**src/rtl/ccc_pkg.sv**
```systemverilog
// Shared widths and helpers for the fabric-clock
// enable generator.
package ccc_pkg;

  localparam int DEF_DIV_W = 16;
  localparam int DEF_LOCK_CYCLES = 16;

  typedef logic [DEF_DIV_W-1:0] div_t;

  function automatic int clog2(input int v);
    int r;
    r = 0;
    for (int i = 0; i < 31; i++) begin
      if ((1 << i) < v) r = i + 1;
    end
    return r;
  endfunction

  function automatic int sel_w(input int ch);
    int r;
    r = clog2(ch);
    return (r < 1) ? 1 : r;
  endfunction

  // Saturating stability counter must hold LOCK_CYCLES itself
  function automatic int lock_w(input int cyc);
    int r;
    r = clog2(cyc + 1);
    return (r < 1) ? 1 : r;
  endfunction

  localparam int DEF_LOCK_W = lock_w(DEF_LOCK_CYCLES);

endpackage

```
**src/rtl/ccc_clk_enable_gen_if.sv**
```systemverilog
// Control and status bundle between the enable
// generator and its fabric-side user.
interface ccc_clk_enable_gen_if
  import ccc_pkg::*;
#(
  parameter int CHANNELS = 4,
  parameter int DIV_W = DEF_DIV_W
) ();

  localparam int SEL_W = sel_w(CHANNELS);

  logic [CHANNELS-1:0] CH_EN;
  logic                DIV_WR;
  logic [SEL_W-1:0]    DIV_SEL;
  logic [DIV_W-1:0]    DIV_DATA;
  logic                SYNC;
  logic [CHANNELS-1:0] CE_OUT;
  logic [CHANNELS-1:0] TOG_OUT;
  logic [CHANNELS-1:0] PENDING;
  logic                LOCK;

  modport master (
    output CH_EN,
    output DIV_WR,
    output DIV_SEL,
    output DIV_DATA,
    output SYNC,
    input  CE_OUT,
    input  TOG_OUT,
    input  PENDING,
    input  LOCK
  );

  modport slave (
    input  CH_EN,
    input  DIV_WR,
    input  DIV_SEL,
    input  DIV_DATA,
    input  SYNC,
    output CE_OUT,
    output TOG_OUT,
    output PENDING,
    output LOCK
  );

endinterface

```
**src/rtl/ccc_ce_channel.sv**
```systemverilog
// One divider channel: counter, active/shadow
// divisor, pending flag, CE pulse and toggle.
module ccc_ce_channel
  import ccc_pkg::*;
#(
  parameter int DIV_W = DEF_DIV_W,
  parameter int DEFAULT_DIV = 100
) (
  input  logic             clk,
  input  logic             rst_n,
  input  logic             en,
  input  logic             sync,
  input  logic             wr,
  input  logic [DIV_W-1:0] data,
  output logic             ce,
  output logic             tog,
  output logic             pending
);

  localparam logic [DIV_W-1:0] RST_DIV =
    DIV_W'(DEFAULT_DIV);

  logic [DIV_W-1:0] cnt_q;
  logic [DIV_W-1:0] cnt_d;
  logic [DIV_W-1:0] act_q;
  logic [DIV_W-1:0] act_d;
  logic [DIV_W-1:0] shd_q;
  logic [DIV_W-1:0] shd_d;
  logic [DIV_W-1:0] last;
  logic             ce_q;
  logic             ce_d;
  logic             tog_q;
  logic             tog_d;
  logic             pend_q;
  logic             pend_d;
  logic             run;
  logic             tc;

  // A stored divisor of 0 counts as 1
  assign last = (act_q == '0) ? '0
              : act_q - DIV_W'(1);
  assign tc   = (cnt_q == last);
  assign run  = en & ~sync;

  always_comb begin
    cnt_d  = cnt_q;
    act_d  = act_q;
    shd_d  = shd_q;
    ce_d   = 1'b0;
    tog_d  = tog_q;
    pend_d = pend_q;
    unique case (1'b1)
      sync: begin
        cnt_d  = '0;
        tog_d  = 1'b0;
        if (pend_q) act_d = shd_q;
        pend_d = 1'b0;
      end
      (!sync && !en): begin
        cnt_d  = '0;
        if (pend_q) act_d = shd_q;
        pend_d = 1'b0;
      end
      (run && tc): begin
        cnt_d  = '0;
        ce_d   = 1'b1;
        tog_d  = ~tog_q;
        if (pend_q) act_d = shd_q;
        pend_d = 1'b0;
      end
      (run && !tc): begin
        cnt_d  = cnt_q + DIV_W'(1);
      end
      default: begin
        cnt_d  = cnt_q;
      end
    endcase
    // A same-edge write is captured after any transfer
    if (wr) begin
      shd_d  = data;
      pend_d = 1'b1;
    end
  end

  always_ff @(posedge clk or negedge rst_n) begin
    if (!rst_n) begin
      cnt_q  <= '0;
      act_q  <= RST_DIV;
      shd_q  <= RST_DIV;
      ce_q   <= 1'b0;
      tog_q  <= 1'b0;
      pend_q <= 1'b0;
    end else begin
      cnt_q  <= cnt_d;
      act_q  <= act_d;
      shd_q  <= shd_d;
      ce_q   <= ce_d;
      tog_q  <= tog_d;
      pend_q <= pend_d;
    end
  end

  assign ce      = ce_q;
  assign tog     = tog_q;
  assign pending = pend_q;

endmodule

```
**src/rtl/ccc_clk_enable_gen.sv**
```systemverilog
// Top: write decode, SYNC fan-out and the LOCK
// stability counter over CHANNELS dividers.
module ccc_clk_enable_gen
  import ccc_pkg::*;
#(
  parameter int CHANNELS = 4,
  parameter int DIV_W = DEF_DIV_W,
  parameter int DEFAULT_DIV = 100,
  parameter int LOCK_CYCLES = DEF_LOCK_CYCLES
) (
  input logic FAB_CLK,
  input logic M2F_RESET_N,
  ccc_clk_enable_gen_if.slave bus
);

  localparam int SEL_W  = sel_w(CHANNELS);
  localparam int LOCK_W = lock_w(LOCK_CYCLES);
  localparam logic [LOCK_W-1:0] LOCK_MAX =
    LOCK_W'(LOCK_CYCLES);

  logic [CHANNELS-1:0] wr_hit;
  logic [CHANNELS-1:0] ce_v;
  logic [CHANNELS-1:0] tog_v;
  logic [CHANNELS-1:0] pend_v;
  logic [LOCK_W-1:0]   stab_q;
  logic [LOCK_W-1:0]   stab_d;
  logic                lock_q;
  logic                lock_d;
  logic                clr;

  // Selects beyond CHANNELS match no channel
  always_comb begin
    wr_hit = '0;
    for (int i = 0; i < CHANNELS; i++) begin
      wr_hit[i] = bus.DIV_WR &&
        (bus.DIV_SEL == SEL_W'(i));
    end
  end

  for (genvar g = 0; g < CHANNELS; g++) begin : g_ch
    ccc_ce_channel #(
      .DIV_W       (DIV_W),
      .DEFAULT_DIV (DEFAULT_DIV)
    ) u_ch (
      .clk     (FAB_CLK),
      .rst_n   (M2F_RESET_N),
      .en      (bus.CH_EN[g]),
      .sync    (bus.SYNC),
      .wr      (wr_hit[g]),
      .data    (bus.DIV_DATA),
      .ce      (ce_v[g]),
      .tog     (tog_v[g]),
      .pending (pend_v[g])
    );
  end

  assign clr = bus.SYNC | (|pend_v);

  always_comb begin
    stab_d = stab_q;
    lock_d = lock_q;
    if (clr) begin
      stab_d = '0;
      lock_d = 1'b0;
    end else begin
      if (stab_q != LOCK_MAX) begin
        stab_d = stab_q + LOCK_W'(1);
      end
      lock_d = (stab_d == LOCK_MAX);
    end
  end

  always_ff @(posedge FAB_CLK or negedge M2F_RESET_N) begin
    if (!M2F_RESET_N) begin
      stab_q <= '0;
      lock_q <= 1'b0;
    end else begin
      stab_q <= stab_d;
      lock_q <= lock_d;
    end
  end

  assign bus.CE_OUT  = ce_v;
  assign bus.TOG_OUT = tog_v;
  assign bus.PENDING = pend_v;
  assign bus.LOCK    = lock_q;

endmodule
```
**src/flat_wrapper.sv**
```systemverilog
// flat-port wrapper written by rule: the top's interface ports become plain ports
module ccc_clk_enable_gen_flat import ccc_pkg::*;
#(
  parameter int CHANNELS = 4,
  parameter int DIV_W = DEF_DIV_W,
  parameter int DEFAULT_DIV = 100,
  parameter int LOCK_CYCLES = DEF_LOCK_CYCLES
)
  (FAB_CLK, M2F_RESET_N, bus_CH_EN, bus_DIV_WR, bus_DIV_SEL, bus_DIV_DATA, bus_SYNC, bus_CE_OUT, bus_TOG_OUT, bus_PENDING, bus_LOCK);
  ccc_clk_enable_gen_if #(.CHANNELS(CHANNELS), .DIV_W(DIV_W)) bus_i ();
  input logic FAB_CLK;
  input logic M2F_RESET_N;
  input wire logic [$bits(bus_i.CH_EN)-1:0] bus_CH_EN;
  input wire logic [$bits(bus_i.DIV_WR)-1:0] bus_DIV_WR;
  input wire logic [$bits(bus_i.DIV_SEL)-1:0] bus_DIV_SEL;
  input wire logic [$bits(bus_i.DIV_DATA)-1:0] bus_DIV_DATA;
  input wire logic [$bits(bus_i.SYNC)-1:0] bus_SYNC;
  output wire logic [$bits(bus_i.CE_OUT)-1:0] bus_CE_OUT;
  output wire logic [$bits(bus_i.TOG_OUT)-1:0] bus_TOG_OUT;
  output wire logic [$bits(bus_i.PENDING)-1:0] bus_PENDING;
  output wire logic [$bits(bus_i.LOCK)-1:0] bus_LOCK;
  assign bus_i.CH_EN = bus_CH_EN;
  assign bus_i.DIV_WR = bus_DIV_WR;
  assign bus_i.DIV_SEL = bus_DIV_SEL;
  assign bus_i.DIV_DATA = bus_DIV_DATA;
  assign bus_i.SYNC = bus_SYNC;
  assign bus_CE_OUT = bus_i.CE_OUT;
  assign bus_TOG_OUT = bus_i.TOG_OUT;
  assign bus_PENDING = bus_i.PENDING;
  assign bus_LOCK = bus_i.LOCK;
  ccc_clk_enable_gen #(.CHANNELS(CHANNELS), .DIV_W(DIV_W), .DEFAULT_DIV(DEFAULT_DIV), .LOCK_CYCLES(LOCK_CYCLES)) u_core (.FAB_CLK(FAB_CLK), .M2F_RESET_N(M2F_RESET_N), .bus(bus_i));
endmodule
```
**config.mk**
```make
export PLATFORM = sky130hd
export DESIGN_NAME = ccc_clk_enable_gen_flat
export DESIGN_NICKNAME = d
export VERILOG_FILES = /design/src/rtl/ccc_pkg.sv /design/src/rtl/ccc_clk_enable_gen_if.sv /design/src/rtl/ccc_ce_channel.sv /design/src/rtl/ccc_clk_enable_gen.sv /design/src/flat_wrapper.sv
export SDC_FILE = /design/constraint.sdc
export NUM_CORES = 1
export LEC_CHECK = 0
export ABC_CLOCK_PERIOD_IN_PS = 3970
export CAP_MARGIN = 20
export CORE_MARGIN = 3
export CORE_UTILIZATION = 45
export CTS_CLUSTER_DIAMETER = 30
export DETAILED_ROUTE_END_ITERATION = 8
export DONT_BUFFER_PORTS = 1
export PLACE_DENSITY_LB_ADDON = 0.25
export SLEW_MARGIN = 25
export SYNTH_ARGS = -nofsm -noshare
export SYNTH_HDL_FRONTEND = slang
export SYNTH_SLANG_ARGS = --single-unit
```
**constraint.sdc**
```tcl
create_clock -name FAB_CLK -period 3.97 [get_ports FAB_CLK]
set_input_delay 0.397 -clock FAB_CLK [delete_from_list [all_inputs] [get_ports FAB_CLK]]
set_output_delay 0.397 -clock FAB_CLK [all_outputs]
set_load 0.01 [all_outputs]
```
# Word-level counts from Yosys, hierarchy flattened

Cells that the tools add are included.

Flip-flop bits (word level): 210
Logic and storage cells: 133
Output and inout port bits: 13

Muxes and demuxes: 28
Reductions and logical operators: 51
Add/subtract/negate cells: 9
Eq/ne operators: 9
Bitwise operators: 10

Operators by type and width:

| cell                  | number |
|---|---|
| $pmux 16 s2           | 4 |
| $add 16x1->16 const B | 4 |
| $eq 16x16->1          | 4 |
| $logic_not 16->1      | 4 |
| $mux 16               | 4 |
| $sub 16x1->16 const B | 4 |
| $reduce_bool 2->1     | 12 |
| $logic_and 1x1->1     | 16 |
| $mux 5                | 3 |
| $mux 1                | 13 |
| $reduce_or 3->1       | 4 |
| $logic_not 1->1       | 9 |
| $pmux 1 s2            | 4 |
| $reduce_and 2->1      | 4 |
| $add 5x1->5 const B   | 1 |
| $eq 5x5->1 const B    | 1 |
| $ne 5x5->1 const B    | 1 |
| $not 1->1             | 5 |
| $and 1x1->1           | 4 |
| $eq 2x2->1 const B    | 2 |
| $reduce_or 4->1       | 1 |
| $eq 2x1->1 const B    | 1 |
| $logic_not 2->1       | 1 |
| $or 1x1->1            | 1 |

# Depth between registers and ports, before layout

Word-level depth: 7
Mapped depth: 14
Gate-level depth less buffers: 10

# By module

Synthesis repeated with hierarchy kept, for this count alone.

Cells, all modules: 1471
Area, all modules: 13898.3 um2

Modules (own cells, without submodules):

| module                                   | times used | cells an instance | area an instance (um2) | seq. area each (um2) |
|---|---|---|---|---|
| ccc_ce_channel (u_core.g_ch[1].u_ch ...) | 3          | 352               | 3372.0                 | 1283.7 |
| ccc_ce_channel (u_core.g_ch[0].u_ch)     | 1          | 373               | 3394.5                 | 1283.7 |
| ccc_clk_enable_gen                       | 1          | 42                | 387.9                  | 150.1 |

# Least setup slack after synthesis

OpenSTA, ideal clock, no wires.

Kind: register to register
Start: reg u_core.g_ch[0].u_ch.act_q[0]
End: reg u_core.g_ch[0].u_ch.cnt_q[12]
Data arrival time: 3.400 ns
Setup slack: 0.448 ns
Setup time: 0.121 ns
Required time: 3.849 ns
Cell stages (with the launch flop): 14
Clock period less this slack: 3.522 ns
Cell sequence: dfrtp_1 -> clkbuf_1 -> inv_1 -> ha_1 -> or3b_2 -> nor4_2 -> and2_1 -> buf_2 -> o211ai_1 -> a2111oi_0 -> nand4_1 -> o21ai_1 -> buf_2 -> nor2_1

Longest elaborated chain between the ends: 6
Elaborated cells between the ends (all ways): 10
Classes of those cells: add/sub (1); eq/ne (1); mux (2); reduce/logical (6)

RTL lines:

| item                                                                  | RTL line                                   | text |
|---|---|---|
| start: declaration                                                    | ccc_ce_channel.sv:25                       | `logic [DIV_W-1:0] act_q;` |
| start signal: assignment                                              | ccc_ce_channel.sv:95                       | `act_q <= act_d;` |
| $sub 16x1->16 / $logic_not 16->1 (equally long branches)              | ccc_ce_channel.sv:41, ccc_ce_channel.sv:40 |  |
| $mux 16 (*)                                                           | ccc_ce_channel.sv:40                       | `assign last = (act_q == '0) ? '0` |
| $eq 16x16->1 (*)                                                      | ccc_ce_channel.sv:42                       | `assign tc = (cnt_q == last);` |
| $logic_and 1x1->1 / $logic_not 1->1 (equally long branches)           | ccc_ce_channel.sv:64, ccc_ce_channel.sv:71 |  |
| $reduce_or 3->1 (no line) / $logic_and 1x1->1 (equally long branches) | -                                          |  |
| $pmux 16 s2 / $reduce_bool 2->1 (equally long branches)               | -                                          |  |
| end signal: assignment                                                | ccc_ce_channel.sv:94                       | `cnt_q <= cnt_d;` |
| end: declaration                                                      | ccc_ce_channel.sv:23                       | `logic [DIV_W-1:0] cnt_q;` |

Mark *: on every way between the ends. The rest lies on a longest branch, timed or not.
A chain may end at the register's enable or synchronous reset.

# Worst setup path after layout

Start: reg u_core.g_ch[1].u_ch.act_q[3]
End: reg u_core.g_ch[1].u_ch.act_q[0]

Longest elaborated chain between the ends: 6
Elaborated cells between the ends (all ways): 7
Classes of those cells: add/sub (1); eq/ne (1); mux (1); reduce/logical (4)

RTL lines:

| item                                                     | RTL line                                   | text |
|---|---|---|
| start: declaration                                       | ccc_ce_channel.sv:25                       |  |
| start signal: assignment                                 | ccc_ce_channel.sv:95                       |  |
| $sub 16x1->16 / $logic_not 16->1 (equally long branches) | ccc_ce_channel.sv:41, ccc_ce_channel.sv:40 |  |
| $mux 16 (*)                                              | ccc_ce_channel.sv:40                       |  |
| $eq 16x16->1 (*)                                         | ccc_ce_channel.sv:42                       |  |
| $logic_and 1x1->1 (*)                                    | ccc_ce_channel.sv:64                       | `(run && tc): begin` |
| $reduce_or 3->1 (no line) (*)                            | -                                          |  |
| $reduce_and 2->1 (no line) (*)                           | -                                          |  |

Marked as above.

==> flow_summary.yaml <==
global_route:
  grt_pass1_vias: 9358
  gr-usage-met2_pct: 33.3
  top_usage_layer: "met2"
  track_usage_pct: 20.8
  use_met3_pct: 4.11
  antenna_found_initial: 4
  grt_overflow_total: 0
  grt_start_max_net_pins: 211
  grt_pass1_wl_mm: 49.3
  gr-usage-met1_pct: 28.1
place:
  hpwlAfterDp_mm: 19.8
  place.detailed.instances: 1519
  pre_cts_ws_ns: 0.159
  io_buffers: 0
  gp_congestion: 0.870
floorplanning:
  rows: 59
  die_area_um2: 29200
  dieHeight_um: 171
  die_w_um: 171
  io_pins: 39
  coreArea_um2: 26400
  initial_core_util_pct: 46.4
cts:
  cts_setup_buffers: 0
  cts-hold-fix-buffers: 18
  clockRootBuffer: "clkbuf_16"
  cts_max_path_buffers: 3
  htree_num_levels: 2
  cts_tree: "built"
  clk-insertion-delay-late_ns: 0.53
  cts_made_buffers: 48
  clkTransAtPathRegs_ns: 0.05
  cts.sinks: 210
timing:
  finalSetupTns_ns: 0
  fin_worst_skew_ns: 0.0141
  worst_pin_slew_ns: 1.00
  drv_slew: 0
  finalWorstSetupSlack_ns: 0.341
  setup_viol: 0
  max_freq_mhz: 276
  hold_violations: 210
  holdWs_ns: -0.417
  rsz0062_at_grt: "no"
  min_period_over_period_pct: 91.4
  slew_headroom_pct: 33.1
  min_period_ns: 3.63
synthesis:
  synth_seq_area_share_pct: 43.1
  synthArstFlopShare_pct: 100
  syn-cell-area_um2: 12300
  synth_warnings: 0
  synth_top_cell_by_area: "dfrtp_1"
  ys.flop_type: "dfrtp_1"
  synth_cell_types: 80
  synth_cells: 1240
  synth_edf_count: 0
  ys_seq_elements: 210
  synthTopCellsByArea: "dfrtp_1 38%, mux2_2 8.3%, dfstp_2 5.1%"
  synth_top_area_share_pct: 38.0
  syn_nets: 1276
  syn_area_per_cell_um2: 9.88
flow_run:
  cap_violations: 0
outcome:
  violations: "negative hold slack"
  status: "finished with violations"
worst_hold_path:
  min_path_type: "input port to async pin"
route:
  postRouteAntennaNets: 0
  vias_per_cell: 5.84
  drt_iter0_drc: 581
  num_vias: 9525
  drtPass1Iterations: 5
  drc: 0
  drt-wirelength-per-cell_um: 18.2
  wl_mm: 29.7
final_layout:
  syn_to_final_growth_pct: 18.2
  fin_nets: 1288
  layout-drive-gt1-share_pct: 19.4
  fin_cells: 1630
  final.fill_count: 2302
power_and_ir_drop:
  powerDensity_nw_per_um2: 622
  ir_drop_uv: 367
  p_leak_uw: 0.00583
  power_uw: 9010
setup_path:
  crit_type: "flip-flop to flip-flop"
  end_kind: "flip-flop"
  setup.worst_path.start_class: "flip-flop"
  cp.arrival_ns: 4.03
  path_max_fanout: 16
  rrSetupSlack_ns: 0.34
  required_ns: 4.37
==> critical path, stage by stage, from the launching register on <==
cell and delay, ns:
dfrtp_1 0.42, or4_1 0.58, buf_4 0.20, or4_1 0.55, o22ai_1 0.18, a32oi_1 0.07, a2111oi_0 0.41, nand4_1 0.22
a31o_2 0.48, mux2_1 0.38
==> cell usage after synthesis, drive strengths merged (7+ instances only) <==
cell / n
or3: 14
mux2i: 15
nor4: 26
nand2: 66
and3: 22
dfstp: 24
nor2: 138
nor2b: 11
xnor2: 57
nand4b: 9
nor3b: 11
o311ai: 19
clkbuf: 61
a21oi: 31
or4: 16
nand3b: 7
o22ai: 11
nand4: 20
nor3: 29
dfrtp: 186
o21ai: 23
nand3: 67
buf: 20
mux2: 115
inv: 37
a31oi: 20
o2bb2ai: 10
o31ai: 9
and2: 7
nand2b: 9
xor2: 52
ha: 10
==> final cells by class <==
type | instances | area (um^2) | share of cell area, %
sequential | 210 | 5290 | 36.5
clock inverter | 28 | 445 | 3.08
multi-input combinational | 912 | 6460 | 44.6
tap | 335 | 419 | 2.89
timing repair buffer | 43 | 368 | 2.54
clock buffer | 62 | 1360 | 9.36
inverter | 37 | 139 | 0.959
antenna | 3 | 7.51 | 0.0518
==> state kept, by name (all words and copies together) (netlist names) <==
| name | cells |
|---|---|
| u_core.g_ch.u_ch.act_q | 64 |
| u_core.stab_q | 5 |
| u_core.bus.LOCK | 1 |
| u_core.g_ch.u_ch.pending | 4 |
| u_core.g_ch.u_ch.ce | 4 |
| u_core.g_ch.u_ch.tog | 4 |
| u_core.g_ch.u_ch.cnt_q | 64 |
| u_core.g_ch.u_ch.shd_q | 64 |
==> per-layer routing <==
layer  up-vias  wire, um
li1       4556         -
met1      4680     13600
met2       221     13800
met3        68      1450
met4         0       893
met5         -         0
==> final timing paths <==
| kind | endpoint | cells past startpoint | start |
|---|---|---|---|
| worst max-delay path | u_core.g_ch[1].u_ch.act_q[0] | 9 | u_core.g_ch[1].u_ch.act_q[3] |
| min in group FAB_CLK | u_core.g_ch[0].u_ch.shd_q[6] | 1 | bus_DIV_DATA[6] |
| worst min-delay path | u_core.g_ch[1].u_ch.cnt_q[7] | 0 | M2F_RESET_N |
| worst min register to register | u_core.g_ch[1].u_ch.act_q[4] | 1 | u_core.g_ch[1].u_ch.shd_q[4] |
| max in group asynchronous | u_core.g_ch[0].u_ch.shd_q[5] | 0 | M2F_RESET_N |
| worst max register to register | u_core.g_ch[1].u_ch.act_q[0] | 9 | u_core.g_ch[1].u_ch.act_q[3] |
==> logic make-up after synthesis <==
group	after synthesis	synth area share [%]
flops	210	43.1
buf+inv	118	4.19
fa+ha+maj	10	1.02
mux	130	12.1
compound gates	189	11.1
simple gates	472	20.3
xor+xnor	111	8.17
==> placed cells by master, fill, tap and decap left out, drive strengths merged, types with 19 or more instances in the layout <==
master / count
xnor2: 57
clkbuf: 62
buf: 25
o311ai: 19
dfrtp: 186
nor4: 26
nor3: 29
nand2: 66
a21oi: 31
nand3: 67
nor2: 138
dfstp: 24
nand4: 20
a31oi: 20
mux2: 115
o21ai: 23
xor2: 52
and3: 22
inv: 47
==> report_power, final <==
group | leakage (uW) | switching, uW | internal, uW
Clock | 0.000874 | 1310 | 3030
Combinational | 0.00235 | 806 | 864
Sequential | 0.00260 | 463 | 2540
==> per-stage QoR <==
step	cell area (um^2)	util, %
finish	14500	54.8
global route	14500	54.8
CTS	14500	54.8
detailed placement	12500	47.3
global placement	12500	47.3
floorplan	12300	-
==> timing repair <==
| item | CTS | global route |
|---|---|---|
| endpoints found under the setup margin | 0 | 20 |
| resized for setup | 0 | 2 |
| endpoints found under the hold margin | 260 | 210 |
Power figures use the tool's default switching activity.
